File: src/rtl/cpu_pkg.sv
// Shared CPU definitions: fetch FSM states, instruction field positions
// and constants used by the fetch stage and the opcode decoder.
package cpu_pkg;

  typedef enum logic [1:0] {
    FETCH = 2'd0,
    WAIT  = 2'd1,
    HOLD  = 2'd2,
    DROP  = 2'd3
  } fetch_state_t;

  localparam logic [31:0] NOP_INSTR   = 32'h0000_0000;
  localparam int unsigned OPCODE_MSB  = 31;
  localparam int unsigned OPCODE_LSB  = 26;
  localparam logic [31:0] INSTR_BYTES = 32'd4;

endpackage

File: src/rtl/fetch_stage.sv
// Instruction fetch stage plus IF/ID register. Keeps the PC, issues one
// word request at a time, buffers a single response while decode stalls,
// and flushes everything in flight on a branch/jump redirect.
module fetch_stage
  import cpu_pkg::*;
#(
  parameter logic [31:0] RESET_PC = 32'h0000_0000
) (
  input  logic        clk,
  input  logic        rst_n,
  output logic        imem_req_valid,
  output logic [31:0] imem_req_addr,
  input  logic        imem_req_ready,
  input  logic        imem_rsp_valid,
  input  logic [31:0] imem_rsp_data,
  input  logic        id_stall,
  input  logic        redirect_valid,
  input  logic [31:0] redirect_pc,
  output logic        if_valid,
  output logic [31:0] if_instr,
  output logic [5:0]  if_opcode,
  output logic [31:0] if_pc,
  output logic [31:0] if_pc_plus4
);

  fetch_state_t state_q, state_d;
  logic [31:0]  pc_q, pc_d;
  logic [31:0]  req_pc_q, req_pc_d;
  logic         if_valid_q, if_valid_d;
  logic [31:0]  if_instr_q, if_instr_d;
  logic [31:0]  if_pc_q, if_pc_d;
  logic         hold_vld_q, hold_vld_d;
  logic [31:0]  hold_instr_q, hold_instr_d;
  logic [31:0]  hold_pc_q, hold_pc_d;

  logic         slot_free;
  logic         consume;
  logic [31:0]  redir_aligned;

  assign slot_free     = !if_valid_q || !id_stall;
  assign consume       = if_valid_q && !id_stall;
  assign redir_aligned = redirect_pc & ~32'h3;

  // Requests only leave from FETCH, and never in a redirect cycle since
  // the current PC is about to be replaced.
  assign imem_req_valid = (state_q == FETCH) && rst_n && !redirect_valid;
  assign imem_req_addr  = pc_q;

  assign if_valid    = if_valid_q;
  assign if_instr    = if_instr_q;
  assign if_pc       = if_pc_q;
  assign if_opcode   = if_instr_q[OPCODE_MSB:OPCODE_LSB];
  assign if_pc_plus4 = if_pc_q + INSTR_BYTES;

  // Next-state logic: redirect first, otherwise advance the fetch FSM.
  always_comb begin
    state_d      = state_q;
    pc_d         = pc_q;
    req_pc_d     = req_pc_q;
    if_valid_d   = if_valid_q;
    if_instr_d   = if_instr_q;
    if_pc_d      = if_pc_q;
    hold_vld_d   = hold_vld_q;
    hold_instr_d = hold_instr_q;
    hold_pc_d    = hold_pc_q;

    // Decode took the current instruction; a load below overrides this.
    if (consume) begin
      if_valid_d = 1'b0;
      if_instr_d = NOP_INSTR;
    end

    if (redirect_valid) begin
      pc_d         = redir_aligned;
      if_valid_d   = 1'b0;
      if_instr_d   = NOP_INSTR;
      hold_vld_d   = 1'b0;
      hold_instr_d = NOP_INSTR;
      // A request still in flight must be drained before refetching.
      unique case (state_q)
        WAIT, DROP: state_d = imem_rsp_valid ? FETCH : DROP;
        default:    state_d = FETCH;
      endcase
    end else begin
      unique case (state_q)
        FETCH: begin
          if (imem_req_valid && imem_req_ready) begin
            req_pc_d = pc_q;
            state_d  = WAIT;
          end
        end
        WAIT: begin
          if (imem_rsp_valid) begin
            pc_d = req_pc_q + INSTR_BYTES;
            if (slot_free) begin
              if_valid_d = 1'b1;
              if_instr_d = imem_rsp_data;
              if_pc_d    = req_pc_q;
              state_d    = FETCH;
            end else begin
              hold_vld_d   = 1'b1;
              hold_instr_d = imem_rsp_data;
              hold_pc_d    = req_pc_q;
              state_d      = HOLD;
            end
          end
        end
        HOLD: begin
          if (slot_free) begin
            if_valid_d   = hold_vld_q;
            if_instr_d   = hold_instr_q;
            if_pc_d      = hold_pc_q;
            hold_vld_d   = 1'b0;
            hold_instr_d = NOP_INSTR;
            state_d      = FETCH;
          end
        end
        DROP: begin
          if (imem_rsp_valid) state_d = FETCH;
        end
        default: state_d = FETCH;
      endcase
    end
  end

  // State and IF/ID registers; reset forgets any outstanding request.
  always_ff @(posedge clk or negedge rst_n) begin
    if (!rst_n) begin
      state_q      <= FETCH;
      pc_q         <= RESET_PC;
      req_pc_q     <= RESET_PC;
      if_valid_q   <= 1'b0;
      if_instr_q   <= NOP_INSTR;
      if_pc_q      <= 32'h0;
      hold_vld_q   <= 1'b0;
      hold_instr_q <= NOP_INSTR;
      hold_pc_q    <= 32'h0;
    end else begin
      state_q      <= state_d;
      pc_q         <= pc_d;
      req_pc_q     <= req_pc_d;
      if_valid_q   <= if_valid_d;
      if_instr_q   <= if_instr_d;
      if_pc_q      <= if_pc_d;
      hold_vld_q   <= hold_vld_d;
      hold_instr_q <= hold_instr_d;
      hold_pc_q    <= hold_pc_d;
    end
  end

endmodule

File: config.mk
export PLATFORM = sky130hd
export DESIGN_NAME = fetch_stage
export DESIGN_NICKNAME = d
export VERILOG_FILES = /design/src/rtl/cpu_pkg.sv /design/src/rtl/fetch_stage.sv
export SDC_FILE = /design/constraint.sdc
export NUM_CORES = 1
export LEC_CHECK = 0
export ABC_AREA = 1
export CORE_MARGIN = 2
export CORE_UTILIZATION = 48
export CTS_CLUSTER_SIZE = 25
export DETAILED_ROUTE_END_ITERATION = 12
export GPL_ROUTABILITY_DRIVEN = 0
export PLACE_DENSITY = 0.78
export SYNTH_ARGS = -nofsm -noshare
export SYNTH_HDL_FRONTEND = slang
export SYNTH_SLANG_ARGS = --single-unit
File: constraint.sdc
create_clock -name clk -period 1.9 [get_ports clk]
set_input_delay 0.19 -clock clk [delete_from_list [all_inputs] [get_ports clk]]
set_output_delay 0.19 -clock clk [all_outputs]
set_load 0.005 [all_outputs]
==> metrics.cfg <==
[outcome]
run_status=complete, but fails checks
violations=setup timing

[hold_path]
min_to=imem_req_addr[20]$_DFFE_PN0P_
hp-start=redirect_pc[20]
hp-class=in2reg
worstHoldPathCells=3

[worst_setup_path]
worst-endpoint-arrival_ns=2.05
reg2reg_depth=9
crit_fanout=4
r2r_start=state_q[0]$_DFFE_PN0P_
critPathKind=reg2out
regToRegEndpoint=if_pc[19]$_DFFE_PN0P_
reg2reg_slack_ns=0.01
worstSetupStartpointType=flip-flop
end_kind=primary output
required_ns=1.71

[placement]
port_buffers=203
placed_cells=1927
place_ws_ns=-0.146
dpl.hpwl_mm=22.4

[synthesis]
synthArstFlopShare_pct=100
synth_area_um2=10600
synthCells=1428
avgSynthCellArea_um2=7.41
ys_ff_latch=196
synth.distinct_cells=34
ys.flop_type=dfrtp_1
yosys.area_share.simple_pct=22.9
synth-xor-area-share_pct=2.48
synth.area.top_cells=dfrtp_1, nand2_1, o21ai_0
synth_top_family_by_area=simple AND/OR/NAND/NOR gates
synth_compound_area_share_pct=18.6
synth-edff-count=0
synth_top_area_share_pct=46.3
synthMuxAreaShare_pct=0
synth_fa_ha_area_share_pct=0.827
yosysTopAreaCell=dfrtp_1
syn_nets=1505
yosysWarnings=0
synth_seq_area_share_pct=46.3

[detailed_routing]
drt_iter0_markers=1187
routed_wl_mm=36.2
vias=11300
vias_per_cell=5.64
drt-wirelength-per-cell_um=18.1
ant_nets=0
firstDrtPassIters=5
drc=0

[timing]
relSlewSlack_pct=46.0
setup_tns_ns=-4.28
period_needed_ns=2.24
setup_viol=23
finalCritPeriodShare_pct=118
hold_violations=0
slew_violations=0
rsz0062_at_grt=yes
tightestPinTransition_ns=0.811
fmax_mhz=447
skew_ns=0.0111
worst_slack_ns=-0.338

[cts]
cts_made_buffers=17
cts_buffer_depth=2
clk_latency_ns=0.45
clk_pin_slew_ns=0.08
cts-root-buf=clkbuf_16
cts.sinks=196
cts_htree_levels=4
cts_tree=done

[power]
peakVddDrop_mv=0.804
p_leak_uw=0.00687
p_per_area_nw_per_um2=1450

[grt]
grt_max_degree=136
antenna_found_initial=0
track_usage_pct=28.8
grt_pass1_vias=10400
grt_overflow=0
grt_first_pass_wirelength_mm=54.3

[finish]
seqCellArea_um2=4910
drive_gt1_share_pct=18.4
stdcell_count=2002
nFillCells=1705
syn_to_final_growth_pct=41.2
fin_nets=1786
multi_input_area_um2=5280
antenna_cells=0

[floorplanning]
num_io_pins=206
row_count=54
start_util_pct=48.7
dieArea_um2=23300
die_w_um=153
die_h_um=153
coreArea_um2=21800

[run]
drv_cap=0

cell usage after synthesis, drive strengths merged, types with 2 or more instances:
| cell type | n |
|---|---|
| nor3 | 18 |
| a21oi | 111 |
| nor2 | 116 |
| xor2 | 30 |
| o22ai | 3 |
| clkbuf | 50 |
| nand4 | 6 |
| dfrtp | 196 |
| ha | 7 |
| inv | 137 |
| o21ai | 203 |
| buf | 38 |
| nand3b | 2 |
| a31oi | 12 |
| nand2 | 378 |
| o211ai | 31 |
| nand3 | 80 |
| o21bai | 4 |
metal layers:
layer,up-vias,part of all wire (%),global-route usage [%]
met4,0,4.2,10.6
met3,119,8.2,5.46
met1,5373,41,40.1
li1,5210,-,-
met5,-,0,0
met2,595,47,45.2
cell families (layout without fill, tap and decap cells):
logic type      after synthesis  after routing
compound gates              367            367
xor+xnor                     30             30
fa+ha+maj                     7              7
buf+inv                     226            520
flops                       196            196
simple gates                602            602
sequential cells by signal (all words and copies together), names as in the netlist:
| name | cells |
|---|---|
| imem_req_addr | 32 |
| hold_pc_q | 32 |
| if_valid | 1 |
| state_q | 2 |
| if_instr | 32 |
| hold_vld_q | 1 |
| if_pc | 32 |
| hold_instr_q | 32 |
| req_pc_q | 32 |
power by group:
| group | internal (uW) | switching, uW |
|---|---|---|
| clock network | 1870 | 1790 |
| logic | 4920 | 5890 |
| registers | 5750 | 1410 |
| total | 12500 | 9080 |
worst max path at each step:
stage / cells after the start / slack, ns / start / endpoint
5_1_grt: 9 / -0.45 / if_pc[11]$_DFFE_PN0P_ / if_pc_plus4[28]
4_1_cts: 9 / -0.22 / if_pc[3]$_DFFE_PN0P_ / if_pc_plus4[30]
3_5_place_dp: 9 / -0.15 / if_pc[3]$_DFFE_PN0P_ / if_pc_plus4[30]
6_report: 9 / -0.34 / if_pc[11]$_DFFE_PN0P_ / if_pc_plus4[26]
3_3_place_gp: 8 / -0.12 / if_pc[2]$_DFFE_PN0P_ / if_pc_plus4[22]
2_1_floorplan: 8 / 0.14 / state_q[1]$_DFFE_PN0P_ / if_pc[24]$_DFFE_PN0P_
area by class of cell:
cell class	instances	share of cell area, %
flip-flops and latches	196	32.8
clock buffers	17	2.85
multi-input cells	1006	35.3
clock inverters	15	1.10
well taps	280	2.34
inverters	138	3.54
repair buffers	350	22.0
through the flow:
step	total power [uW]	area, um2	util [%]	hold slack (ns)
floorplan	11500	10600	-	-0.106
CTS	20700	14500	66.6	0.316
global route	23000	15000	68.7	0.315
detailed placement	16800	13500	62.0	0.437
finish	21600	15000	68.7	0.315
global placement	16500	13500	62.0	0.440
critical path: stages (launching register included):
cell and delay, ns:
dfrtp_1 0.40, buf_6 0.13, nand2_4 0.08, nor3_4 0.20, nand2_2 0.10, nor2_4 0.19
nand2_4 0.10, buf_6 0.13, xor2_1 0.13, buf_2 0.13
cells in the final DEF (no fill, tap or decap), types with 11 or more instances in the layout:
master           count
nor2_4              16
nor3_4              11
nand2_2             27
o21ai_0            198
buf_4              108
a21oi_1            111
o211ai_1            31
buf_6               26
buf_2               23
nand2_1            342
buf_12              11
inv_1              121
dfrtp_1            193
clkdlybuf4s50_1    173
inv_2               13
nor2_1              91
nand3_1             75
clkbuf_16           19
xor2_1              27
a31oi_1             11
timing repair:
item                                    4_1_cts  5_1_grt
pin swaps                                    45       36
cloned                                        0        3
endpoints found under the setup margin       75      110
endpoints found under the hold margin       135        0
hold buffers                                  1        0
buffers inserted                             28       14
resized for setup                           188       88
Note: power is estimated with default switching activity, not from simulation.
==> RTL edit 1, RTL diff (config.mk and constraints unchanged) <==
Reset style: synchronous (`rst_n`), changed in one clocked block.
--- a/src/rtl/fetch_stage.sv
+++ b/src/rtl/fetch_stage.sv
@@ -124,7 +124,7 @@
   end
 
   // State and IF/ID registers; reset forgets any outstanding request.
-  always_ff @(posedge clk or negedge rst_n) begin
+  always_ff @(posedge clk) begin
     if (!rst_n) begin
       state_q      <= FETCH;
       pc_q         <= RESET_PC;
Check against the original RTL: differs if rst_n is asserted again (counterexample within 4 cycles, from zero or initial values and one cycle with rst_n low); with rst_n held inactive, the same outputs for 4 cycles.
==> RTL edit 1 against the unedited design <==
- the run still ends with setup timing left
- area after synthesis is 12% lower
- worst setup slack better by 0.051 ns
- wire length is 7.8% lower
- via count is 7.5% lower
- cell area is 10% lower
- count of clock-buffer cells in the layout is 2 higher
- sequential cell count stayed put
- clock skew hardly changed
- highest routed layer unchanged
Power is not compared: it rests on default switching activity, and its combinational part moved more than twofold at a synthesized area within 25%.
==> RTL edit 1: results (changes against the unedited design) <==
outcome:
  status: "finished, violations left"
  violations: "setup timing"
sta:
  setup_viol: 22  # -4.3%
  setup_slack_ns: -0.2872  # +0.05088 ns
  setup_tns_ns: -3.363  # +0.9185 ns
  fin_skew_ns: 0.01091  # -0.0002314 ns
drt:
  drt_iter0_drc: 1098  # -7.5%
  dr.pass1.iters: 7  # +2
  wl_per_cell_um: 18.17  # +0.48%
global_route:
  grt_pass1_vias: 9565  # -7.8%
  grt_start_max_net_pins: 65  # -52%
  grt_usage_pct: 29.96  # +1.2 points
  grt_first_pass_wirelength_um: 48910  # -9.9%
yosys:
  synthDistinctLibCells: 37  # +8.8%
  synth.yosys.seq_area_share_pct: 41.95  # -4.4 points
  syn_nets: 1381  # -8.2%
  synth_common_cells: "nand2_1, a21oi_1, dfxtp_1, nor2_1, nand3_1"
  synthTopCellsByArea: "dfxtp_1, a21oi_1, nand2_1"
  synth-main-ff-cell: "dfxtp_1"
  synth_cells: 1304  # -8.7%
  async_flop_share_pct: 0  # -100 points
critical_path:
  cp_top_family: "buffers and inverters"
  cpMaxStageDelayCell: "dfxtp_2"
  crit_fanout: 5  # +1
  max_stage_delay_ns: 0.38  # -0.02 ns
  crit_arrival_ns: 2.00  # -0.05 ns
cts:
  cts-root-buf: "clkbuf_16"
  clk_path_buf_depth: 2  # unchanged
layout:
  finalInstanceArea_um2: 13460  # -10%
  nets: 1636  # -8.4%
  drive_gt1_share_pct: 19.15  # +0.80 points
  fillers: 1497  # -12%
  final_cells: 1837  # -8.2%
power:
  worst_ir_drop_vdd_uv: 684.2
placement:
  place_area_um2: 12030  # -11%
  dp_hpwl_um: 20710  # -7.3%
-- RTL edit 1: stage by stage --
step                setup slack, ns  power [mW]
CTS                         -0.1570       9.008
detailed placement          -0.1319       5.707
floorplan                    0.2586       4.995
finish                      -0.2872       9.073
global placement           -0.09579       5.689
global route                -0.3358       9.364
-- RTL edit 1: cells by family (layout without fill, tap and decap cells) --
| logic type | after synthesis | count (layout) | share of synthesized area [%] |
|---|---|---|---|
| and+or+nand+nor | 504 | 504 | 22.65 |
| AOI/OAI and AO/OA | 393 | 393 | 23.72 |
| DFF | 196 | 196 | 41.95 |
| buffers and inverters | 181 | 449 | 8.601 |
| xor gates and xnor gates | 23 | 23 | 2.154 |
| adders and majority gates | 7 | 7 | 0.9363 |
-- RTL edit 1: worst paths after layout --
check                             startpoint          endpoint  slack [ns]  cells past startpoint
worst max-delay path                if_pc[4]   if_pc_plus4[24]       -0.29                      9
worst min-delay path                   rst_n  imem_req_addr[2]        0.30                      4
worst max register to register    state_q[0]         if_pc[11]        0.09                      8
worst min register to register  if_instr[18]      if_instr[18]        0.46                      2
-- RTL edit 1: area by class of cell --
class | instances | area share, %
Multi-Input combinational cell | 927 | 38.34
Sequential cell | 196 | 29.52
Tap cell | 265 | 2.464
Clock buffer | 19 | 3.217
Timing Repair Buffer | 325 | 23.11
Inverter | 92 | 2.603
Clock inverter | 13 | 0.7438
-- RTL edit 1: worst reg2reg max path: stages, from the launching register on --
cell and delay, ns:
dfxtp_1 0.41, inv_2 0.09, ha_1 0.31, nand2_2 0.09, nor3_4 0.23, buf_4 0.16
buf_12 0.14, o21ai_1 0.10, a21oi_1 0.19
-- RTL edit 1: per-layer routing --
metal  track usage [%]  share of wire (%)
met3             7.697                 10
met1             38.05                 39
met5                 0                  0
met2             49.00                 47
met4             11.46                3.6
-- RTL edit 1: what timing repair did --
| action | CTS | global route |
|---|---|---|
| pin swaps | 52 | 45 |
| gates resized for setup | 216 | 66 |
| setup buffers | 31 | 16 |
| gates cloned | 0 | 3 |
| hold buffers | 0 | 0 |
| setup endpoints to repair | 29 | 124 |
-- RTL edit 1: power by group through the flow --
stage               sequential, mW  clock [mW]  combinational, mW
floorplan                     4.44           0              0.556
global placement              4.44           0               1.25
detailed placement            4.44           0               1.27
CTS                           4.36        3.37               1.28
global route                  4.38        3.53               1.45
finish                        4.37        3.35               1.35
==> RTL edit 2, RTL diff (same settings) <==
Without the edit above. The 4 states of `fetch_state_t` get a one-hot encoding in 4 bits.
--- a/src/rtl/cpu_pkg.sv
+++ b/src/rtl/cpu_pkg.sv
@@ -2,11 +2,11 @@
 // and constants used by the fetch stage and the opcode decoder.
 package cpu_pkg;
 
-  typedef enum logic [1:0] {
-    FETCH = 2'd0,
-    WAIT  = 2'd1,
-    HOLD  = 2'd2,
-    DROP  = 2'd3
+  typedef enum logic [3:0] {
+    FETCH = 4'b0001,
+    WAIT  = 4'b0010,
+    HOLD  = 4'b0100,
+    DROP  = 4'b1000
   } fetch_state_t;
 
   localparam logic [31:0] NOP_INSTR   = 32'h0000_0000;
Behaviour: same outputs for any inputs over 4 cycles, from zero or initial values and one cycle with rst_n low; so few cycles prove little.
==> RTL edit 2 against the unedited design <==
- the flow still finishes with violations (setup timing)
- clock skew up 0.0021 ns
- area after synthesis rose by 2.7%
- synthesized cell count rose by 7.8%
- critical path type unchanged
- wire length is 3.8% lower
- worst setup slack got worse by 0.0063 ns
- via count rose by 1.1%
- total power is 26% lower
- sequential cell count is 2 higher
- first-iteration DRC count up 4.5%
- global-route usage fell by 0.79 points
- cell area fell by 0.68%
==> RTL edit 2: results (changes against the unedited design) <==
hold_path:
  min-delay-start: "redirect_pc[9]"
  hold_class: "in2reg"
  min_to: "imem_req_addr[9]"
placement:
  dp_hpwl_um: 22330  # -0.11%
  portBuffers: 203  # unchanged
  place_area_um2: 13680  # +1.4%
  place_ws_ns: -0.1645  # -0.01880 ns
drt:
  highest_layer: "met4"
  wl_met1_um: 14410  # -1.8%
  routed_wl_um: 34810  # -3.8%
  met2_length_um: 16450  # -3.3%
  via_count: 11430  # +1.1%
  dr.pass1.iters: 5  # unchanged
  drt_iter0_drc: 1240  # +4.5%
  wl_met3_um: 2726  # -8.2%
cts:
  cts-resized-gates: 199  # +5.9%
  cts-root-buf: "clkbuf_16"
  cts_max_level: 4  # unchanged
  cts_buffers: 17  # unchanged
  clk_path_buf_depth: 2  # unchanged
  insertion_delay_ns: 0.44
  cts_setup_buffers: 33  # +18%
critical_path:
  r2r_setup_slack_ns: 0.17  # +0.16 ns
  rr_startpoint: "req_pc_q[2]"
  crit_arrival_ns: 2.05  # about the same
  worstSetupStartpoint: "if_pc[6]"
  crit_fanout: 3  # -1
  reg2reg_depth: 11  # +2
  r2r-end: "imem_req_addr[22]"
yosys:
  synth_common_cells: "nand2_1, nor2_1, dfrtp_1, o21ai_0, inv_1"
  synthDistinctLibCells: 32  # -5.9%
  synth.yosys.seq_area_share_pct: 45.56  # -0.76 points
  synthTopCellsByArea: "dfrtp_1, nand2_1, nor2_1"
  synth_cells: 1539  # +7.8%
  syn_nets: 1611  # +7.0%
  async_flop_share_pct: 100.0  # unchanged
  synth_edf_count: 0  # unchanged
  synth-main-ff-cell: "dfrtp_1"
layout:
  fillers: 1856  # +8.9%
  nets: 1877  # +5.1%
  n_antenna_cell: 0  # unchanged
  drive_gt1_share_pct: 14.92  # -3.4 points
global_route:
  antenna_found_initial: 0  # unchanged
  grt_start_max_net_pins: 158  # +16%
  grt_usage_pct: 28.01  # -0.79 points
  grt_first_pass_wirelength_um: 53550  # -1.4%
sta:
  setup_slack_ns: -0.3443  # -0.006261 ns
  hold_slack_ns: 0.3184  # +0.003827 ns
  tightestPinTransition_ns: 0.8350  # +0.02431 ns
  setup_viol: 25  # +8.7%
  fin_skew_ns: 0.01328  # +0.002138 ns
power:
  worst_ir_drop_vdd_uv: 695.6  # -13%
  swShare_pct: 36.99  # -5.0 points
  p_leak_nw: 7.097  # +3.3%
outcome:
  status: "finished, violations left"
  violations: "setup timing"
==> RTL edit 2: changes by cell type after synthesis, moves of 19 or more <==
cell / before / now
o21ai_1: 3 / 39
o21ai_0: 200 / 181
nand2_1: 375 / 460
o211ai_1: 31 / 5
nor2_1: 115 / 245
a21oi_1: 111 / 62
nand3_1: 80 / 52
==> RTL edit 2: layer usage <==
layer | GRT usage, % | up-vias
li1 | - | 5416
met1 | 38.86 | 5362
met2 | 44.15 | 553
met3 | 4.539 | 95
met4 | 11.29 | 0
met5 | 0 | -
==> RTL edit 2: per-stage QoR <==
| step | utilization [%] | instances | total power, mW | TNS (ns) |
|---|---|---|---|---|
| floorplan | - | 1539 | 7.784 | 0 |
| global placement | 60.96 | 2035 | 11.16 | -0.7468 |
| detailed placement | 60.96 | 2035 | 11.28 | -1.811 |
| CTS | 65.38 | 2096 | 15.27 | -2.448 |
| global route | 66.20 | 2101 | 16.71 | -6.985 |
| finish | 66.20 | 2101 | 15.91 | -5.011 |
==> RTL edit 2: critical path, cell delays in order, from the launching register on <==
cell and delay, ns:
dfrtp_1 0.44, nand2_2 0.14, nor3_4 0.24, buf_4 0.15, nand2_4 0.07, nor2_2 0.16
nand2_1 0.11, xor2_1 0.17, buf_2 0.13
==> RTL edit 2: area by class of cell <==
type                       instances  area (um^2)  area share [%]
multi-input combinational       1129         5393           36.31
sequential                       198         4960           33.40
timing repair buffer             329         3088           20.79
inverter                         130        501.7           3.379
clock buffer                      21        460.4           3.101
tap                              285        356.6           2.401
clock inverter                     9        91.34          0.6150
==> RTL edit 2: power groups by stage <==
stage / sequential (mW) / clock [mW] / combinational, mW
after floorplan: 5.64 / 0 / 2.14
after global placement: 5.65 / 0 / 5.51
after detailed placement: 5.68 / 0 / 5.60
after CTS: 5.62 / 3.53 / 6.12
after global routing: 5.79 / 3.71 / 7.21
final: 5.70 / 3.50 / 6.71
==> RTL edit 2: worst max path at each step <==
| stage | to | slack (ns) | cells after the start |
|---|---|---|---|
| after floorplan | if_pc[7] | 0.35 | 6 |
| after global placement | if_pc_plus4[19] | -0.11 | 7 |
| after detailed placement | if_pc_plus4[10] | -0.16 | 7 |
| after CTS | if_pc_plus4[22] | -0.25 | 9 |
| after global routing | if_pc_plus4[22] | -0.37 | 9 |
| final | if_pc_plus4[29] | -0.34 | 8 |
==> RTL edit 2: logic make-up (layout without fill, tap and decap cells) <==
group / Yosys count / in the layout / share of synthesized area, %
AOI/OAI and AO/OA: 293 / 293 / 13.81
xor gates and xnor gates: 31 / 31 / 2.496
adders and majority gates: 2 / 2 / 0.2300
buffers and inverters: 212 / 489 / 8.431
DFF: 198 / 198 / 45.56
and+or+nand+nor: 803 / 803 / 29.47
